## src/rtl/uart_tx_framer.sv

```systemverilog
// uart_tx_framer: async serial framer fed by the UART TX prescaler.
// A bit boundary is any clk where the prescaler count q_in is zero. Bytes
// enter a one-deep holding register over valid/ready and leave LSB-first
// as start, data, optional parity, stop. Back-to-back frames are seamless.
// Optional even-parity bit: define UART_TX_PARITY_EN to compile it in.
module uart_tx_framer #(
    parameter int N         = 13,
    parameter int DATA_BITS = 8,
    parameter int STOP_BITS = 1
) (
    input  logic                 clk,
    input  logic                 rst,
    input  logic [N-1:0]         q_in,
    input  logic [DATA_BITS-1:0] in_data,
    input  logic                 in_valid,
    output logic                 in_ready,
    output logic                 tx,
    output logic                 busy,
    output logic                 frame_done
);

    localparam int IDX_W = $clog2(DATA_BITS);
    localparam logic [IDX_W-1:0] LAST_IDX = IDX_W'(DATA_BITS - 1);

`ifdef UART_TX_PARITY_EN
    typedef enum logic [2:0] {IDLE, START, DATA, PARITY, STOP} state_t;
`else
    typedef enum logic [2:0] {IDLE, START, DATA, STOP} state_t;
`endif

    state_t                 state_reg, state_next;
    logic [DATA_BITS-1:0]   hold_reg;
    logic                   hold_full_reg;
    logic [DATA_BITS-1:0]   shift_reg, shift_next;
    logic [IDX_W-1:0]       idx_reg, idx_next;
    logic                   stop_cnt_reg, stop_cnt_next;
    logic                   tx_reg, tx_next;
    logic                   frame_done_reg, frame_done_next;
    logic                   tick;
    logic                   load;
`ifdef UART_TX_PARITY_EN
    logic                   parity_reg;
`endif

    assign tick       = (q_in == '0);
    assign in_ready   = !hold_full_reg;
    assign tx         = tx_reg;
    assign busy       = (state_reg != IDLE);
    assign frame_done = frame_done_reg;

    // Holding register: capture on handshake, empty when the shifter takes it.
    always_ff @(posedge clk or negedge rst) begin
        if (!rst) begin
            hold_reg      <= '0;
            hold_full_reg <= 1'b0;
        end else if (in_valid && in_ready) begin
            hold_reg      <= in_data;
            hold_full_reg <= 1'b1;
        end else if (load) begin
            hold_full_reg <= 1'b0;
        end
    end

    // Framer state registers; reset drops tx high immediately, aborting any frame.
    always_ff @(posedge clk or negedge rst) begin
        if (!rst) begin
            state_reg      <= IDLE;
            shift_reg      <= '0;
            idx_reg        <= '0;
            stop_cnt_reg   <= 1'b0;
            tx_reg         <= 1'b1;
            frame_done_reg <= 1'b0;
        end else begin
            state_reg      <= state_next;
            shift_reg      <= shift_next;
            idx_reg        <= idx_next;
            stop_cnt_reg   <= stop_cnt_next;
            tx_reg         <= tx_next;
            frame_done_reg <= frame_done_next;
        end
    end

`ifdef UART_TX_PARITY_EN
    // Even parity of the byte is latched when it is loaded into the shifter.
    always_ff @(posedge clk or negedge rst) begin
        if (!rst) begin
            parity_reg <= 1'b0;
        end else if (load) begin
            parity_reg <= ^hold_reg;
        end
    end
`endif

    // Next-state and output logic; everything holds unless this clk is a bit boundary.
    always_comb begin
        state_next      = state_reg;
        shift_next      = shift_reg;
        idx_next        = idx_reg;
        stop_cnt_next   = stop_cnt_reg;
        tx_next         = tx_reg;
        frame_done_next = 1'b0;
        load            = 1'b0;
        if (tick) begin
            case (state_reg)
                IDLE: begin
                    if (hold_full_reg) begin
                        load       = 1'b1;
                        shift_next = hold_reg;
                        tx_next    = 1'b0;
                        state_next = START;
                    end
                end
                START: begin
                    tx_next    = shift_reg[0];
                    idx_next   = '0;
                    state_next = DATA;
                end
                DATA: begin
                    if (idx_reg != LAST_IDX) begin
                        shift_next = shift_reg >> 1;
                        tx_next    = shift_reg[1];
                        idx_next   = idx_reg + IDX_W'(1);
                    end else begin
`ifdef UART_TX_PARITY_EN
                        tx_next       = parity_reg;
                        state_next    = PARITY;
`else
                        tx_next       = 1'b1;
                        stop_cnt_next = 1'b0;
                        state_next    = STOP;
`endif
                    end
                end
`ifdef UART_TX_PARITY_EN
                PARITY: begin
                    tx_next       = 1'b1;
                    stop_cnt_next = 1'b0;
                    state_next    = STOP;
                end
`endif
                STOP: begin
                    if (STOP_BITS == 2 && !stop_cnt_reg) begin
                        stop_cnt_next = 1'b1;
                    end else begin
                        frame_done_next = 1'b1;
                        if (hold_full_reg) begin
                            // Next byte already waiting: start bit follows with no idle gap.
                            load       = 1'b1;
                            shift_next = hold_reg;
                            tx_next    = 1'b0;
                            state_next = START;
                        end else begin
                            state_next = IDLE;
                        end
                    end
                end
                default: state_next = IDLE;
            endcase
        end
    end

endmodule

```

## config.mk

```make
export PLATFORM = sky130hd
export DESIGN_NAME = uart_tx_framer
export DESIGN_NICKNAME = d
export VERILOG_FILES = /design/src/rtl/uart_tx_framer.sv
export SDC_FILE = /design/constraint.sdc
export NUM_CORES = 1
export LEC_CHECK = 0
export BUFFER_PORTS_ARGS = -buffer_cell sky130_fd_sc_hd__buf_2
export CAP_MARGIN = 30
export CORE_MARGIN = 2
export CORE_UTILIZATION = 52
export DETAILED_ROUTE_END_ITERATION = 8
export PLACE_DENSITY = 0.77
export SETUP_SLACK_MARGIN = 0.2
export SLEW_MARGIN = 20
export SYNTH_ARGS = -nofsm -noshare
export SYNTH_HDL_FRONTEND = slang
export SYNTH_SLANG_ARGS = --single-unit
```

## constraint.sdc

```tcl
create_clock -name clk -period 2.15 [get_ports clk]
set_clock_uncertainty 0.15 [all_clocks]
set_input_delay 0 -clock clk [delete_from_list [all_inputs] [get_ports clk]]
set_output_delay 0 -clock clk [all_outputs]
set_load 0.005 [all_outputs]
```

==> results_dict.tcl, run 1 <==
set metrics [dict create \
    status "finished clean" \
    dieArea_um2 2810 \
    synth_nets 132 \
    htree_levels 1 \
    leakagePower_uw 0.000814 \
    ir_drop_v 0.000440 \
    via_count 944 \
    syn2layout_area_growth_pct 34.7 \
    final-setup-viol-count 0 \
    hold_viol 0 \
    yosys_warnings 0 \
    cts_tree "done" \
    ant_nets 0 \
    synth_top_area_share_pct 46.0 \
    fmax_ghz 0.501 \
    fin_nets 183 \
    die_width_um 53.1 \
    clk_latency_ps 300 \
    max_cap_violations 0 \
    io_buffers 27 \
    path_class "reg -> reg" \
    core_um2 2230 \
    p_per_area_nw_per_um2 552 \
    fin_cells 178 \
    first_pass_iters 4 \
    cts_buffers 3 \
    rsz0062_at_grt "yes" \
    drc 0 \
    fin_tns_setup_ps 0 \
    vias_per_cell 5.30 \
    insertedDiodeCount 0 \
    startpoint_type "flop" \
    crit_required_ps 2200 \
    dp_hpwl_mm 1.73 \
    clk_pin_slew_ps 130 \
    ys_seq_area_share_pct 48.1 \
    n_fill_cell 154 \
    cts_sinks 24 \
    dp_cells 154 \
    layout_min_cycle_time_ps 2000 \
    yosysTopAreaCell "dfrtp_1" \
    cts_max_path_buffers 2 \
    hp-class "in -> reg" \
    finalInstanceArea_um2 1690 \
    synthTopCellsByArea "dfrtp_1, mux2_2, mux2_4" \
    relSlewSlack_pct 63.9 \
    ys_seq_elements 24 \
    grt_max_degree 25 \
    place_congestion 0.832 \
    synth_area_per_cell_um2 12.5 \
    io_pins 28 \
    wire_per_inst_um 15.2 \
    gr-usage-all-layers_pct 21.1 \
    cp_data_arrival_time_ps 2050 \
    pre_cts_slack_ps 102 \
    start_util_pct 56.0 \
    first_global_vias 970 \
    endpoint_kind "flop" \
    synthDistinctLibCells 26 \
    wl_mm 2.70 \
    grt_pass1_wl_mm 4.24 \
    drive_gt1_share_pct 51.3 \
    placed_area_um2 1430 \
    finalCritPeriodShare_pct 92.9 \
    crit_fanout 8 \
    slew_viol_final 0 \
    die_h_um 53.1 \
    worstMarginPinSlew_ps 541 \
    grt_overflow_total 0 \
    timing.final.ws_setup_ps 153 \
    num_rows 17 \
    clock-root-buffer "clkbuf_4" \
    syn_inst 100 \
    first_iter_violations 15 \
    antenna_found_initial 0 \
    netlist_area_um2 1250 \
]
==> where the power goes <==
| group | switching [µW] | internal (µW) |
|---|---|---|
| registers | 29.8 | 515 |
| clock network | 130 | 72.2 |
| logic | 57.2 | 125 |
==> stage by stage <==
step / power [µW] / util [%] / hold slack [ps]
floorplan: 669 / - / -446
global placement: 715 / 63.8 / -144
detailed placement: 724 / 63.8 / -139
CTS: 935 / 72.1 / 11.2
global route: 984 / 75.5 / 32.4
finish: 930 / 75.5 / 29.3
==> cell type report <==
class                           instances  area [µm²]  area share (%)
Multi-Input combinational cell         65         653            38.8
Sequential cell                        24         602            35.7
Timing Repair Buffer                   51         347            20.6
Tap cell                               28        35.0            2.08
Clock buffer                            4        26.3            1.56
Inverter                                6        22.5            1.34
==> cells in the mapped netlist (all sizes together) <==
master and number:
mux2 24, dfrtp 23, ha 8, inv 6, clkbuf 4, nor2 4
o21ai 4, nor2b 3, o31ai 3, a21o 2, a21oi 2, nand2 2
nand3 2, nor4 2, a2111o 1, a211oi 1, buf 1, dfstp 1
nand2b 1, nand4 1, nor3 1, o211ai 1, o21bai 1, o22a 1
o41ai 1
==> critical path, cell delays in order (launching register included) <==
cell      delay, ps
dfrtp_1         450
ha_4            190
ha_4            150
a2111o_2        610
mux2_4          340
==> final timing paths <==
path	start	endpoint	slack, ps	cells past startpoint
min	q_in[5]	tx	30	5
min in group asynchronous	rst	idx_reg[2]	40	2
min reg2reg	tx	tx	370	2
max	idx_reg[0]	shift_reg[5]	150	4
max in group asynchronous	rst	tx	1440	2
max reg2reg	idx_reg[0]	shift_reg[5]	150	4
==> repair_timing <==
item	in CTS	in global routing
hold buffers	11	0
pin swaps	2	3
hold endpoints to repair	33	0
gates resized for setup	5	8
setup buffers	3	6
setup endpoints to repair	9	9
==> cell families after synthesis <==
group           synth area share (%)
compound gates                  9.50
fa+ha+maj                       8.00
flops                           48.1
buf+inv                         3.90
simple gates                    6.50
mux                             24.0
==> cell usage in the layout, fill, tap and decap left out, drive strengths merged <==
cell type    count
a2111o           1
dfstp            1
o41ai            1
nor3             1
nand2            2
o31ai            3
nand3            2
buf             40
o211ai           1
dfrtp           23
a21o             2
nor2             4
nor4             2
inv              6
nand4            1
o21bai           1
clkbuf           4
dlygate4sd3     11
nand2b           1
a211oi           1
o22a             1
ha               8
o21ai            4
nor2b            3
mux2            24
a21oi            2
==> per-layer routing <==
metal / share of wire [%] / track usage (%) / vias to the layer above
met5: 0 / 0 / -
met4: 1.0 / 6.41 / 0
met3: 4.6 / 3.67 / 4
met2: 50 / 36.9 / 29
met1: 44 / 26.6 / 456
li1: - / - / 455
Note: power is estimated with default switching activity, not from simulation.
==> run 2, diff against run 1 <==
--- a/config.mk
+++ b/config.mk
@@ -5,12 +5,13 @@
 export SDC_FILE = /design/constraint.sdc
 export NUM_CORES = 1
 export LEC_CHECK = 0
+export ABC_AREA = 1
 export BUFFER_PORTS_ARGS = -buffer_cell sky130_fd_sc_hd__buf_2
 export CAP_MARGIN = 30
 export CORE_MARGIN = 2
-export CORE_UTILIZATION = 52
+export CORE_UTILIZATION = 53
 export DETAILED_ROUTE_END_ITERATION = 8
-export PLACE_DENSITY = 0.77
+export PLACE_DENSITY = 0.78
 export SETUP_SLACK_MARGIN = 0.2
 export SLEW_MARGIN = 20
 export SYNTH_ARGS = -nofsm -noshare
==> results_dict.tcl, run 2 <==
set metrics [dict create \
    synthDistinctLibCells 20 \
    rsz0062_at_grt "no" \
    ys_seq_elements 24 \
    grt_max_degree 25 \
    fin_cells 229 \
    dieArea_um2 2810 \
    first_pass_iters 4 \
    fin_tns_setup_ps 0 \
    synthSimpleGateAreaFrac_pct 28.2 \
    fin_hold_ws_ps 25.0 \
    ys_seq_area_share_pct 47.2 \
    syn2layout_area_growth_pct 32.4 \
    first_global_vias 1099 \
    ir_drop_v 0.000436 \
    clk_pin_slew_ps 130 \
    io_buffers 27 \
    clock-root-buffer "clkbuf_4" \
    path_class "in -> reg" \
    synth.most_common_cell "nand2_1" \
    endpoint_kind "flop" \
    synth_xor_area_share_pct 0 \
    cts_sinks 24 \
    synth.mux.area_fraction_pct 1.77 \
    hold_viol 0 \
    startpoint_type "primary input" \
    cts_tree "done" \
    final_cell_mix "nand2_1, buf_2, dfrtp_1" \
    finalCritPeriodShare_pct 86.8 \
    num_rows 17 \
    synth_edf_count 0 \
    clk_latency_ps 300 \
    layout_min_cycle_time_ps 1870 \
    place_congestion 0.773 \
    via_count 1139 \
    slowest_delay_ps 550 \
    multi_input_area_um2 624 \
    yosysTopAreaCell "dfrtp_1" \
    wire_per_inst_um 12.3 \
    grt_pass1_wl_mm 4.59 \
    antenna_found_initial 0 \
    status "finished clean" \
    drive_gt1_share_pct 23.9 \
    synth_adder_area_share_pct 7.85 \
    cp_data_arrival_time_ps 1930 \
    cts_buffers 3 \
    ant_nets 0 \
    layout_commonest_cell "nand2_1" \
    path_common_cell "nand2_1" \
    synth_top_family_by_area "simple AND/OR/NAND/NOR gates" \
    netlist_area_um2 1270 \
    start_util_pct 57.1 \
    insertedDiodeCount 0 \
    post_cts_buffers 0 \
    slew_viol_final 0 \
    vias_per_cell 4.97 \
    cp_top_family "buffers and inverters" \
    die_h_um 53.0 \
    core_um2 2230 \
    htree_levels 1 \
    fin_nets 234 \
    cp.buffers_inverters 3 \
    fmax_ghz 0.536 \
    worstMarginPinSlew_ps 523 \
    dp_hpwl_mm 1.82 \
    path_cells "dlygate4sd3_1 -> buf_2 -> nor2_1 -> dlygate4sd3_1 -> nand2_1 -> nor2_4 -> nand4_2 -> nand2_1 -> nand2_1" \
    wl_mm 2.81 \
    dp_cells 205 \
    first_iter_violations 27 \
    max_cap_violations 0 \
    p_per_area_nw_per_um2 528 \
    synth_compound_area_share_pct 9.13 \
    syn_inst 151 \
    synthTopCellsByArea "dfrtp_1, nand2_1, ha_1" \
    synth_nets 183 \
    cts_max_path_buffers 2 \
    fin_util_pct 75.6 \
    final-setup-viol-count 0 \
    drc 0 \
    n_fill_cell 171 \
    crit_required_ps 2210 \
    hp-class "in -> reg" \
    yosys_warnings 0 \
    synth_commonest_cells "nand2_1, dfrtp_1, inv_1, nor2_1, o21ai_0" \
    gr-usage-all-layers_pct 22.9 \
    leakagePower_uw 0.000898 \
    async_flop_share_pct 100 \
    synth_top_area_share_pct 45.1 \
    io_pins 28 \
    relSlewSlack_pct 65.1 \
    seqCellArea_um2 602 \
    synth_area_per_cell_um2 8.44 \
    cpMaxStageDelayCell "dlygate4sd3_1" \
    grt_overflow_total 0 \
    crit_fanout 8 \
    ys.flop_type "dfrtp_1" \
    die_width_um 53.0 \
]
run 2: cell types whose count changed in the layout (fill, tap and decap cells not counted), moves of 8 or more:
cell           before  now
buf_4              12    2
dlygate4sd3_1      11   19
inv_1               4   16
mux2_2             15    2
mux2_4              9    0
nand2_1             2   41
nor2_1              4   13
o21ai_0             4   12
run 2: logic make-up after synthesis:
kind of cell,after synthesis
adders and majority gates,8
muxes,2
buffers and inverters,19
DFF,24
AOI/OAI and AO/OA,22
and+or+nand+nor,76
run 2: power breakdown:
part / switching [µW] / internal, µW
clock: 128 / 72.3
sequential: 15.5 / 503
combinational: 86.4 / 85.2
run 2: final timing paths:
check,from,to,depth (start not counted),slack [ps]
max in group asynchronous,rst,tx,2,1450
setup reg to reg,state_reg[0],shift_reg[1],7,350
setup / recovery,q_in[2],shift_reg[1],9,280
hold / removal,q_in[9],frame_done,6,20
hold reg to reg,shift_reg[5],shift_reg[5],2,350
min in group asynchronous,rst,state_reg[0],2,30
run 2: per-stage QoR:
stage                     setup slack [ps]  instance area, µm²  power, µW
after floorplan                        457                1270        620
after global placement                 491                1450        665
after detailed placement               426                1450        669
after CTS                              233                1680        898
after global routing                   221                1690        950
final                                  284                1690        891
run 2: cell type report:
cell class	instances	area share, %
Multi-Input combinational cell	109	37.0
Timing Repair Buffer	48	20.2
Inverter	16	3.56
Tap cell	28	2.08
Clock buffer	4	1.56
Sequential cell	24	35.7
run 2: routing by layer:
layer | share of wire (%) | vias to the layer above | wire (µm) | global-route usage [%]
li1 | - | 578 | - | -
met1 | 45 | 533 | 1260 | 27.9
met2 | 51 | 26 | 1440 | 41.0
met3 | 3.3 | 2 | 92 | 3.39
met4 | 0.46 | 0 | 13 | 8.12
met5 | 0 | - | 0 | 0
run 2: what timing repair did:
action                                  4_1_cts  5_1_grt
gates resized for setup                       0        5
hold endpoints to repair                     34        0
endpoints found under the setup margin        0       15
hold buffers                                 21        0
run 2: worst reg2reg max path, delay by kind of cell (launching register included):
| kind | cells | cell delay [ps] |
|---|---|---|
| simple gates | 4 | 590 |
| buf+inv | 2 | 190 |
| fa+ha+maj | 1 | 390 |
| flops | 1 | 430 |
